## src/rtl/aib_pkg.sv

```systemverilog
// Shared AIB rx framing definitions: sync pattern, field widths, aligner states, frame layout.
// Latency: none (types and constants only).
// Backpressure: not applicable.
package aib_pkg;

    localparam int AIB_BEAT_W = 40;
    localparam int AIB_RAW_W  = 80;
    localparam int AIB_DATA_W = 72;
    localparam int AIB_SEQ_W  = 3;
    localparam int AIB_SYNC_W = 4;

    localparam logic [AIB_SYNC_W-1:0] AIB_SYNC_PATTERN = 4'b1010;

    typedef enum logic [1:0] {
        ST_SEARCH  = 2'd0,
        ST_CONFIRM = 2'd1,
        ST_LOCKED  = 2'd2
    } align_state_e;

    // 80-bit frame: sync in the top nibble, then seq, valid flag and payload.
    typedef struct packed {
        logic [AIB_SYNC_W-1:0] sync;
        logic [AIB_SEQ_W-1:0]  seq;
        logic                  vld;
        logic [AIB_DATA_W-1:0] dat;
    } aib_frame_t;

endpackage

```

## src/rtl/aib_sync_fifo.sv

```systemverilog
// Single-clock FIFO with full/empty flags and a head word visible combinationally.
// Latency: a write shows at the head after one edge; no write-to-read bypass.
// Backpressure: a write into a full FIFO is accepted only when a read happens on the same edge.
module aib_sync_fifo #(
    parameter int WIDTH = 72,
    parameter int DEPTH = 8
) (
    input  logic             clk,
    input  logic             rst_n,
    input  logic             wr_en,
    input  logic [WIDTH-1:0] wr_data,
    input  logic             rd_en,
    output logic [WIDTH-1:0] rd_data,
    output logic             full,
    output logic             empty
);
    localparam int AW = $clog2(DEPTH);

    logic [WIDTH-1:0] mem [DEPTH];
    logic [AW:0]      wr_ptr;
    logic [AW:0]      rd_ptr;
    logic             do_wr;
    logic             do_rd;

    assign empty = (wr_ptr == rd_ptr);
    assign full  = (wr_ptr[AW] != rd_ptr[AW]) && (wr_ptr[AW-1:0] == rd_ptr[AW-1:0]);
    assign do_rd = rd_en && !empty;
    assign do_wr = wr_en && (!full || do_rd);

    // Head is forced to zero while empty so the output is defined from reset.
    assign rd_data = empty ? '0 : mem[rd_ptr[AW-1:0]];

    // Pointer update; the extra MSB separates full from empty.
    always_ff @(posedge clk or negedge rst_n) begin
        if (!rst_n) begin
            wr_ptr <= '0;
            rd_ptr <= '0;
        end else begin
            if (do_wr) wr_ptr <= wr_ptr + 1'b1;
            if (do_rd) rd_ptr <= rd_ptr + 1'b1;
        end
    end

    // Storage array, written only when the push is accepted.
    always_ff @(posedge clk) begin
        if (do_wr) mem[wr_ptr[AW-1:0]] <= wr_data;
    end

endmodule

```

## src/rtl/aib_rx_word_aligner.sv

```systemverilog
// AIB rx word aligner: finds the 0/40-bit frame boundary, checks sync/seq, strips framing to 72-bit payload.
// Latency: frame captured at edge N shows on o_rx_valid after edge N+2 (raw reg -> aligned reg -> FIFO).
// Backpressure: valid/ready at the FIFO head; a frame arriving at a full FIFO is dropped and o_overflow sticks.
module aib_rx_word_aligner
    import aib_pkg::*;
#(
    parameter int FIFO_DEPTH = 8,
    parameter int LOCK_CNT   = 4,
    parameter int UNLOCK_CNT = 3
) (
    input  logic                  i_bus_clk,
    input  logic                  i_rst_n,
    input  logic                  c_bypass_word_align,
    input  logic [AIB_RAW_W-1:0]  i_raw_data,
    output logic                  o_rx_valid,
    input  logic                  i_rx_ready,
    output logic [AIB_DATA_W-1:0] o_rx_data,
    output logic                  o_locked,
    output logic                  o_align_offset,
    output logic                  o_overflow,
    output logic [7:0]            o_seq_err_cnt
);
    localparam int CNT_MAX = (LOCK_CNT > UNLOCK_CNT) ? LOCK_CNT : UNLOCK_CNT;
    localparam int CNT_W   = $clog2(CNT_MAX + 1);

    logic [AIB_RAW_W-1:0]  raw_q;
    logic [AIB_BEAT_W-1:0] prev_hi_q;
    aib_frame_t            cand0;
    aib_frame_t            cand1;
    aib_frame_t            sel;
    logic                  c0_sync;
    logic                  c1_sync;
    logic                  sel_sync;
    logic                  sel_good;
    align_state_e          state;
    logic [CNT_W-1:0]      good_cnt;
    logic [CNT_W-1:0]      bad_cnt;
    logic [AIB_SEQ_W-1:0]  exp_seq;
    logic                  wr_q;
    logic [AIB_DATA_W-1:0] wr_dat_q;
    logic                  fifo_full;
    logic                  fifo_empty;

    // Raw stage: the current word plus the later beat of the previous word for the offset-40 candidate.
    always_ff @(posedge i_bus_clk or negedge i_rst_n) begin
        if (!i_rst_n) begin
            raw_q     <= '0;
            prev_hi_q <= '0;
        end else begin
            raw_q     <= i_raw_data;
            prev_hi_q <= raw_q[AIB_RAW_W-1:AIB_BEAT_W];
        end
    end

    assign cand0    = raw_q;
    assign cand1    = {raw_q[AIB_BEAT_W-1:0], prev_hi_q};
    assign c0_sync  = (cand0.sync == AIB_SYNC_PATTERN);
    assign c1_sync  = (cand1.sync == AIB_SYNC_PATTERN);
    assign sel      = (c_bypass_word_align || !o_align_offset) ? cand0 : cand1;
    assign sel_sync = (sel.sync == AIB_SYNC_PATTERN);
    assign sel_good = sel_sync && (sel.seq == exp_seq);

    // Alignment FSM: SEARCH latches an offset, CONFIRM counts good frames, LOCKED tolerates short error bursts.
    always_ff @(posedge i_bus_clk or negedge i_rst_n) begin
        if (!i_rst_n) begin
            state          <= ST_SEARCH;
            good_cnt       <= '0;
            bad_cnt        <= '0;
            exp_seq        <= '0;
            o_align_offset <= 1'b0;
            o_locked       <= 1'b0;
            o_seq_err_cnt  <= '0;
        end else if (c_bypass_word_align) begin
            // Held in SEARCH so that leaving bypass restarts acquisition cleanly.
            state          <= ST_SEARCH;
            good_cnt       <= '0;
            bad_cnt        <= '0;
            o_align_offset <= 1'b0;
            o_locked       <= 1'b1;
        end else begin
            case (state)
                ST_SEARCH: begin
                    o_locked <= 1'b0;
                    if (c0_sync || c1_sync) begin
                        o_align_offset <= !c0_sync;
                        exp_seq        <= (c0_sync ? cand0.seq : cand1.seq) + 3'd1;
                        good_cnt       <= CNT_W'(1);
                        if (LOCK_CNT <= 1) begin
                            state    <= ST_LOCKED;
                            o_locked <= 1'b1;
                        end else begin
                            state <= ST_CONFIRM;
                        end
                    end
                end
                ST_CONFIRM: begin
                    if (sel_good) begin
                        exp_seq <= exp_seq + 3'd1;
                        if (good_cnt == CNT_W'(LOCK_CNT - 1)) begin
                            state    <= ST_LOCKED;
                            o_locked <= 1'b1;
                            bad_cnt  <= '0;
                        end else begin
                            good_cnt <= good_cnt + CNT_W'(1);
                        end
                    end else begin
                        state    <= ST_SEARCH;
                        good_cnt <= '0;
                    end
                end
                ST_LOCKED: begin
                    if (sel_good) begin
                        bad_cnt <= '0;
                        exp_seq <= exp_seq + 3'd1;
                    end else begin
                        // A frame with valid sync but wrong seq resynchronises the expected seq.
                        exp_seq <= (sel_sync ? sel.seq : exp_seq) + 3'd1;
                        if (o_seq_err_cnt != 8'hFF) o_seq_err_cnt <= o_seq_err_cnt + 8'd1;
                        if (bad_cnt == CNT_W'(UNLOCK_CNT - 1)) begin
                            state    <= ST_SEARCH;
                            o_locked <= 1'b0;
                            bad_cnt  <= '0;
                            good_cnt <= '0;
                        end else begin
                            bad_cnt <= bad_cnt + CNT_W'(1);
                        end
                    end
                end
                default: begin
                    state    <= ST_SEARCH;
                    o_locked <= 1'b0;
                end
            endcase
        end
    end

    // Aligned-frame stage: payload plus a write flag for frames that are allowed into the FIFO.
    always_ff @(posedge i_bus_clk or negedge i_rst_n) begin
        if (!i_rst_n) begin
            wr_q     <= 1'b0;
            wr_dat_q <= '0;
        end else begin
            wr_q     <= c_bypass_word_align ? sel.vld : ((state == ST_LOCKED) && sel_good && sel.vld);
            wr_dat_q <= sel.dat;
        end
    end

    // Sticky overflow: a push that the FIFO cannot take because it is full with no read this edge.
    always_ff @(posedge i_bus_clk or negedge i_rst_n) begin
        if (!i_rst_n) begin
            o_overflow <= 1'b0;
        end else if (wr_q && fifo_full && !i_rx_ready) begin
            o_overflow <= 1'b1;
        end
    end

    assign o_rx_valid = !fifo_empty;

    aib_sync_fifo #(
        .WIDTH (AIB_DATA_W),
        .DEPTH (FIFO_DEPTH)
    ) u_fifo (
        .clk     (i_bus_clk),
        .rst_n   (i_rst_n),
        .wr_en   (wr_q),
        .wr_data (wr_dat_q),
        .rd_en   (i_rx_ready),
        .rd_data (o_rx_data),
        .full    (fifo_full),
        .empty   (fifo_empty)
    );

endmodule
```

## config.mk

```make
export PLATFORM = sky130hd
export DESIGN_NAME = aib_rx_word_aligner
export DESIGN_NICKNAME = d
export VERILOG_FILES = /design/src/rtl/aib_pkg.sv /design/src/rtl/aib_sync_fifo.sv /design/src/rtl/aib_rx_word_aligner.sv
export SDC_FILE = /design/constraint.sdc
export NUM_CORES = 1
export LEC_CHECK = 0
export ABC_AREA = 1
export CORE_MARGIN = 1
export CORE_UTILIZATION = 35
export DETAILED_ROUTE_END_ITERATION = 8
export PLACE_DENSITY = 0.57
export RECOVER_POWER = 100
export SYNTH_ARGS = -nofsm -noshare
export SYNTH_HDL_FRONTEND = slang
export SYNTH_SLANG_ARGS = --single-unit
```

## constraint.sdc

```tcl
create_clock -name i_bus_clk -period 9.2 [get_ports i_bus_clk]
set_clock_uncertainty 0.05 [all_clocks]
set_input_delay 0.92 -clock i_bus_clk [delete_from_list [all_inputs] [get_ports i_bus_clk]]
set_output_delay 0.92 -clock i_bus_clk [all_outputs]
set_load 0.1 [all_outputs]
```

# After elaboration in Yosys (flattened, before gate mapping)
# Memories as Yosys holds them, arrays and structs flattened.
# Index checks and enable logic that the tools add are counted.
dict set report totals {
  reg_bits 223
  latch_bits 0
  ramBits 576
  romBits 0
  input_bits 84
  output_inout_bits 84
  wordCells 115
  memories 1
}
# memory depth word_bits read_ports rd_clocked_by_memory_dff wr line_no
set memory_table {}
lappend memory_table {u_fifo.mem 8 72 1 0 1 aib_sync_fifo.sv:19} ;# logic [WIDTH-1:0] mem [DEPTH];
dict set report op_classes {
  add_sub_neg 8
  mul 0
  div_mod_pow 0
  order_cmp 0
  n_eq_ne 21
  shift 0
  mux 40
  bitwise_logic 2
  n_reduce_logical 29
}
# operator n
set op_table {}
lappend op_table {{80-bit 2-to-1 mux} 1}
lappend op_table {{72-bit 2-to-1 mux} 1}
lappend op_table {{3-bit 2-to-1 mux} 16}
lappend op_table {{3-bit one-hot mux with 3 select lines} 2}
lappend op_table {{4-bit AND reduction} 4}
lappend op_table {{3-bit by 1-bit adder with 3-bit output, second input constant} 5}
lappend op_table {{3-bit != test, second input constant} 5}
lappend op_table {{4-bit == test, second input constant} 3}
lappend op_table {{2-bit 2-to-1 mux} 6}
lappend op_table {{1-bit 2-to-1 mux} 11}
lappend op_table {{4-bit by 1-bit adder with 4-bit output, second input constant} 2}
lappend op_table {{8-bit by 1-bit adder with 8-bit output, second input constant} 1}
lappend op_table {{1-bit logical AND} 8}
lappend op_table {{4-bit != test, second input constant} 2}
lappend op_table {{8-bit != test, second input constant} 1}
lappend op_table {{3-bit by 2-bit == test with 1-bit output, second input constant} 2}
lappend op_table {{3-bit == test} 2}
lappend op_table {{2-bit one-hot mux with 3 select lines} 1}
lappend op_table {{3-bit one-hot mux with 2 select lines} 1}
lappend op_table {{3-bit nonzero test} 2}
lappend op_table {{1-bit zero test} 5}
lappend op_table {{5-bit AND reduction} 1}
lappend op_table {{4-bit == test} 1}
lappend op_table {{2-bit != test, second input constant} 2}
lappend op_table {{11 further kinds} 15}

# Logic depth before layout (Yosys ltp)
# Gate-level depths: netlist of run 1.
dict set report logic_depth {
  depth_word 8
  mapped_depth 17
  mapped_depth_nobuf 15
}

# Cells and area by module
# A second synthesis of run 1 with hierarchy kept.
dict set report hier_totals {
  hier_cells 2438
  hier_area_um2 30300.3
}
# mod instances cells_each area_per_inst_um2
set modules_own_cells {}
lappend modules_own_cells {aib_sync_fifo 1 1784 22922.0}
lappend modules_own_cells {aib_rx_word_aligner 1 654 7378.3}

# Worst setup path after synthesis of run 1
# Ideal clock, no wire load.
dict set report synth_path {
  path_type {input -> register}
  from {in i_rx_ready}
  to {mem u_fifo.mem[0][0] (enable)}
  arrival_ps 4451
  required_ps 8647
  slack_ps 4196
  cell_stages 5
  path_cell_list {inv_1 -> nand4_1 -> nand2_1 -> or2_2 -> nor2_1}
}
dict set report synth_between {
  elab_chain_len 5
}
# item line_no
set synth_rtl {}
lappend synth_rtl {{start, declared} aib_rx_word_aligner.sv:16} ;# input logic i_rx_ready,
lappend synth_rtl {{1-bit logical AND} aib_sync_fifo.sv:27} ;# assign do_rd = rd_en && !empty;
lappend synth_rtl {{1-bit logical OR} aib_sync_fifo.sv:28} ;# assign do_wr = wr_en && (!full || do_rd);
lappend synth_rtl {{1-bit logical AND} aib_sync_fifo.sv:28}
lappend synth_rtl {{1-bit 2-to-1 mux} aib_sync_fifo.sv:46} ;# if (do_wr) mem[wr_ptr[AW-1:0]] <= wr_data;
lappend synth_rtl {{1-bit 2-to-1 mux (not written as such)} aib_sync_fifo.sv:46}
lappend synth_rtl {{end, declared} aib_sync_fifo.sv:19}
# No other way between the ends.

# Worst setup path in the final report of run 1
dict set report layout_path {
  from {reg u_fifo.rd_ptr[1]}
  to {out o_rx_data[61]}
}
dict set report layout_between {
  elab_chain_len 2
  word_cells_on_any_way 3
  classes_between {eq/ne: 1; mux: 1; memory: 1}
}
# item line_no
set layout_rtl {}
lappend layout_rtl {{start, declared} aib_sync_fifo.sv:21} ;# logic [AW:0] rd_ptr;
lappend layout_rtl {{start signal, assigned} aib_sync_fifo.sv:40} ;# if (do_rd) rd_ptr <= rd_ptr + 1'b1;
lappend layout_rtl {{memory 8 x 72 bit or 4-bit == test (tied branches)} -}
lappend layout_rtl {{72-bit 2-to-1 mux (*)} aib_sync_fifo.sv:31} ;# assign rd_data = empty ? '0 : mem[rd_ptr[AW-1:0]];
lappend layout_rtl {{end, declared} aib_rx_word_aligner.sv:17} ;# output logic [AIB_DATA_W-1:0] o_rx_data,
# Mark *: on every way between the ends. The rest lies on a longest branch, timed or not.

==> out/metrics.cfg, run 1 <==
[logic_synthesis]
synth-seq-cells = 799
synth_edf_count = 576
yosysWarnings = 0
syn_inst = 2348
syn_avg_cell_area_um2 = 12.8
yosysMostFrequentCell = edfxtp_1
synth_top_area_cell = edfxtp_1
synthArstFlopShare_pct = 27.9
synth.net_count = 2445
ys_top_cells_by_count = edfxtp_1 (576), nor2_1 (461), o21ai_0 (356), nand2_1 (286), dfrtp_1 (223)
seq_area_frac_synth_pct = 76.2
netlist-cell-type-count = 41
synth_top_area_share_pct = 57.6
synthTopCellsByArea = edfxtp_1 (58%), dfrtp_1 (19%), o21ai_0 (5.9%), nor2_1 (5.8%), nand2_1 (3.6%)
ys.flop_type = edfxtp_1
synth.cell_area_um2 = 30000

[floorplan]
start_util_pct = 35.3
die_w_um = 295
die_y_um = 295
die-area_um2 = 86900
io_pins = 168
rows = 107
core_um2 = 85000

[routing]
wl_met3_mm = 5.29
drt-wirelength-per-cell_um = 20.3
ant_nets = 0
totalWireLength_mm = 75.4
firstDrtPassIters = 5
drt-met1-wl_mm = 33.4
wl_met2_mm = 34.7
drc = 0
vias_per_cell = 5.02
drt_iter0_markers = 1601
vias = 18623
top_layer = met5

[worst_setup_path]
cpMostUsedCell = nor2_1
cp_max_fo = 85
worstPathCellList = inv_4 -> nor2_1 -> nor3_1 -> nand2_1 -> nor2_1 -> clkinvlp_2 -> buf_4 -> o21ai_1 -> a31oi_1 -> dlygate4sd3_1
worstSetupEndpointType = primary output
path_delay_family = buffers and inverters
critical_path_buf_inv_count = 4
critPathMaxStageDelay_ns = 1.30
start_kind = flop
cp.arrival_ns = 6.19
cp.required_ns = 8.23
critical_path_class = reg2out
cp_slowest_cell = dlygate4sd3_1

[sta]
max_freq_ghz = 0.140
slew_headroom_pct = -137
min_period_ns = 7.16
hold_viol_final = 0
setup_viol = 0
worst_pin_slew_ns = 3.54
maxSlewViolCount = 746
fin_hold_ws_ns = 0.303
rsz0062_at_grt = no
setup_tns_ns = 0
fin_crit_sh_pct = 77.8

[global_routing]
antenna_found_initial = 10
grt_usage_pct = 17.3
grt_pass1_vias = 18641
globalRouteOverflowTotal = 0
grt_pass1_wl_mm = 113
grt_max_degree = 220

[placed_design]
place_area_um2 = 32800
dpl.hpwl_mm = 41.1
io_buffers = 167
globalplace.congestion = 0.805

[clock_tree]
postCtsHoldBufs = 0
htree_levels = 3
cts_tree = built
cts_buffers = 87
ctsResizeCount = 0
cts_setup_buffers = 0
clock-sinks = 799
clkTransAtPathRegs_ns = 0.06
root_buffer = clkbuf_16
clkLatencyLatePin_ns = 0.64
clk_path_buf_depth = 3

[final_layout]
finish.utilization_pct = 41.6
fin_nets = 2588
area_delta_synth_final_pct = 17.9
final_layout_size_suffix_gt1_share_pct = 6.51
final_area_um2 = 35400

[flow_run]
cap_violations = 20

[min_path]
holdCritPathClass = in2async

[outcome]
run_status = complete, but fails checks
failed_checks = capacitance limit, slew limit

==> path summary, 6_finish.rpt <==
| check | start | endpoint | slack (ns) | depth (start not counted) |
|---|---|---|---|---|
| worst max-delay path | u_fifo.rd_ptr[1] | o_rx_data[61] | 2.04 | 10 |
| worst min-delay path | i_rst_n | o_seq_err_cnt[2] | 0.30 | 1 |
| worst max register to register | u_fifo.rd_ptr[1] | u_fifo.mem[3][3] | 2.09 | 9 |
| worst min register to register | cand0[44] | prev_hi_q[4] | 0.32 | 0 |
| max in group asynchronous | i_rst_n | wr_dat_q[25] | 4.97 | 2 |
| min in group i_bus_clk | cand0[44] | prev_hi_q[4] | 0.32 | 0 |
==> placed cells by master (no fill, tap or decap), types with 5 or more instances in the layout <==
cell type and count:
ha_1 13, xnor2_1 5, o21ai_0 362, a21oi_1 8, clkbuf_8 9, nor3_1 6, inv_6 5, xor2_1 11
clkinv_1 14, nor2_1 462, dlygate4sd3_1 163, o22ai_1 72, nand2_1 288, clkinv_2 17, clkbuf_1 26, dfrtp_1 221
clkbuf_16 87, buf_4 10, nand3_1 24, a31oi_1 72, inv_1 39, o21ai_1 21, edfxtp_1 576, clkbuf_2 7
==> per-stage QoR <==
| stage | worst slack [ns] | cells |
|---|---|---|
| after floorplan | 4.20 | 2348 |
| after global placement | 3.10 | 3546 |
| after detailed placement | 3.16 | 3546 |
| after CTS | 2.44 | 3708 |
| after global routing | 1.62 | 3710 |
| final | 2.04 | 3710 |
==> routing by layer <==
layer	track usage, %	vias to the layer above
li1	-	8600
met2	27.2	588
met5	0	-
met4	5.88	8
met1	23.5	9304
met3	3.93	123
==> kinds of logic after synthesis <==
group                      Yosys count  share of synthesized area (%)
AOI/OAI and AO/OA                  542                           9.79
and+or+nand+nor                    798                           10.6
buffers and inverters              180                           2.40
adders and majority gates           13                          0.542
xor gates and xnor gates            16                          0.467
DFF                                799                           76.2
==> area by class of cell <==
type / instances / area (um^2)
Sequential cell: 799 / 22900
Clock inverter: 46 / 363
Inverter: 46 / 189
Antenna cell: 2 / 5.00
Tap cell: 1144 / 1430
Multi-Input combinational cell: 1369 / 6350
Clock buffer: 116 / 2380
Timing Repair Buffer: 188 / 1790
Fill cell: 7725 / 49600
==> flip-flops by register name, summed over array words and instances (netlist names) <==
name,flops
u_fifo.mem,576
cand0,80
wr_dat_q,72
prev_hi_q,40
o_seq_err_cnt,8
u_fifo.rd_ptr,4
u_fifo.wr_ptr,4
bad_cnt,3
exp_seq,3
good_cnt,3
state,2
o_align_offset,1
o_locked,1
o_overflow,1
wr_q,1
Power of run 1 is left out: the tool's default activity adds up to more than one toggle a clock period on the data nets, which glitch-free logic cannot reach.
==> run 2, diff against run 1 <==
Settings changed: PLACE_DENSITY 0.57 to 0.59.
Clock period 9.2 ns to 5.78 ns, I/O delays scaled along.
==> out/metrics.cfg, run 2 (same netlist as run 1, synthesis figures left out) <==
[floorplan]
rows = 107
die_w_um = 295
die-area_um2 = 86900
io_pins = 168
core_um2 = 85000
die_y_um = 295
start_util_pct = 35.3

[routing]
drc = 0
totalWireLength_mm = 76.7
top_layer = met5
firstDrtPassIters = 7
wl_met3_mm = 4.09
vias = 18636
wl_met2_mm = 36.6
drt-wirelength-per-cell_um = 20.6
vias_per_cell = 5.00
drt-met1-wl_mm = 34.5
ant_nets = 0
drt_iter0_markers = 1480

[clock_tree]
clkLatencyLatePin_ns = 0.65
clkTransAtPathRegs_ns = 0.06
cts_setup_buffers = 0
postCtsHoldBufs = 1
root_buffer = clkbuf_16
clk_path_buf_depth = 3
cts_tree = built
clock-sinks = 799
ctsResizeCount = 0
cts_buffers = 89
htree_levels = 3

[sta]
hold_viol_final = 0
setup_viol = 0
min_period_ns = 5.10
worst_pin_slew_ns = 2.93
maxSlewViolCount = 421
rsz0062_at_grt = no
slew_headroom_pct = -95.8
max_freq_ghz = 0.196
fin_crit_sh_pct = 88.3
setup_tns_ns = 0

[placed_design]
globalplace.congestion = 0.764
dpl.hpwl_mm = 42.0
io_buffers = 167

[worst_setup_path]
start_kind = flop
critical_path_class = reg2out
startpoint = u_fifo.rd_ptr[0]
worstSetupEndpointType = primary output
cp_max_fo = 202
cp.arrival_ns = 4.48
cp.required_ns = 5.15
rr_startpoint = u_fifo.rd_ptr[1]
worstRegToRegCells = 9

[global_routing]
grt_usage_pct = 17.6
grt_max_degree = 203
grt_pass1_vias = 18242
globalRouteOverflowTotal = 0
grt_pass1_wl_mm = 115
antenna_found_initial = 6

[outcome]
failed_checks = capacitance limit, slew limit
run_status = complete, but fails checks

[flow_run]
cap_violations = 12

[min_path]
holdCritPathClass = reg2reg
min_from = cand0[41]
min_delay_path_depth = 0

[final_layout]
final_common_cell = edfxtp_1
largest_reg_flops = 576
area_delta_synth_final_pct = 17.9
fin_nets = 2599
final_layout_size_suffix_gt1_share_pct = 7.87
most-common-layout-cells = edfxtp_1 (576), nor2_1 (459), o21ai_0 (362)

==> run 2: cell types whose count changed in the layout (fill, tap and decap cells not counted), moves of 2 or more <==
| cell | before | now |
|---|---|---|
| buf_12 | 0 | 5 |
| buf_4 | 10 | 24 |
| bufinv_16 | 3 | 7 |
| clkbuf_1 | 26 | 83 |
| clkbuf_16 | 87 | 90 |
| clkbuf_8 | 9 | 11 |
| clkinv_1 | 14 | 10 |
| clkinv_4 | 0 | 5 |
| clkinv_8 | 4 | 1 |
| diode_2 | 2 | 4 |
| dlygate4sd3_1 | 163 | 93 |
| inv_6 | 5 | 8 |
| nor2_1 | 462 | 459 |
| nor2_4 | 2 | 4 |
==> run 2: metrics by stage <==
step | instances | setup slack (ns) | utilization [%] | area [um^2] | hold WS (ns)
3_5_place_dp | 3554 | 1.95 | 38.6 | 32800 | 0.310
3_3_place_gp | 3554 | 2.02 | 38.6 | 32800 | 0.308
2_1_floorplan | 2348 | 0.950 | - | 30000 | 0.232
5_1_grt | 3725 | 0.514 | 41.6 | 35400 | 0.326
4_1_cts | 3723 | 1.24 | 42.1 | 35800 | 0.273
6_report | 3727 | 0.676 | 41.6 | 35400 | 0.321
==> run 2: final timing paths <==
check	end	slack, ns
max in group asynchronous	u_fifo.rd_ptr[0]	2.68
min in group asynchronous	o_seq_err_cnt[2]	1.17
min	prev_hi_q[1]	0.32
min reg2reg	prev_hi_q[1]	0.32
max	o_rx_data[37]	0.68
max reg2reg	u_fifo.mem[5][35]	0.93
==> run 2: final cells by class <==
type | instances | area [um^2]
inverter | 46 | 191
timing repair buffer | 197 | 1510
sequential | 799 | 22900
clock buffer | 117 | 2460
clock inverter | 51 | 498
antenna | 4 | 10.0
tap | 1144 | 1430
multi-input combinational | 1369 | 6400
fill | 7832 | 49600
==> run 2: metal layers <==
layer	GRT usage (%)	vias to the layer above
met3	3.01	102
met5	0	-
met4	5.26	4
met2	28.4	541
li1	-	8637
met1	24.3	9352
==> run 2: critical path, cell delays in order, from the launching register on <==
cell and delay (ns):
dfrtp_4 0.68, inv_8 0.76, buf_4 0.46, o21ai_0 0.14, o22ai_1 0.18, o21ai_0 0.12, a31oi_1 0.31, clkbuf_1 0.91
Power of run 2 is left out for the same reason.
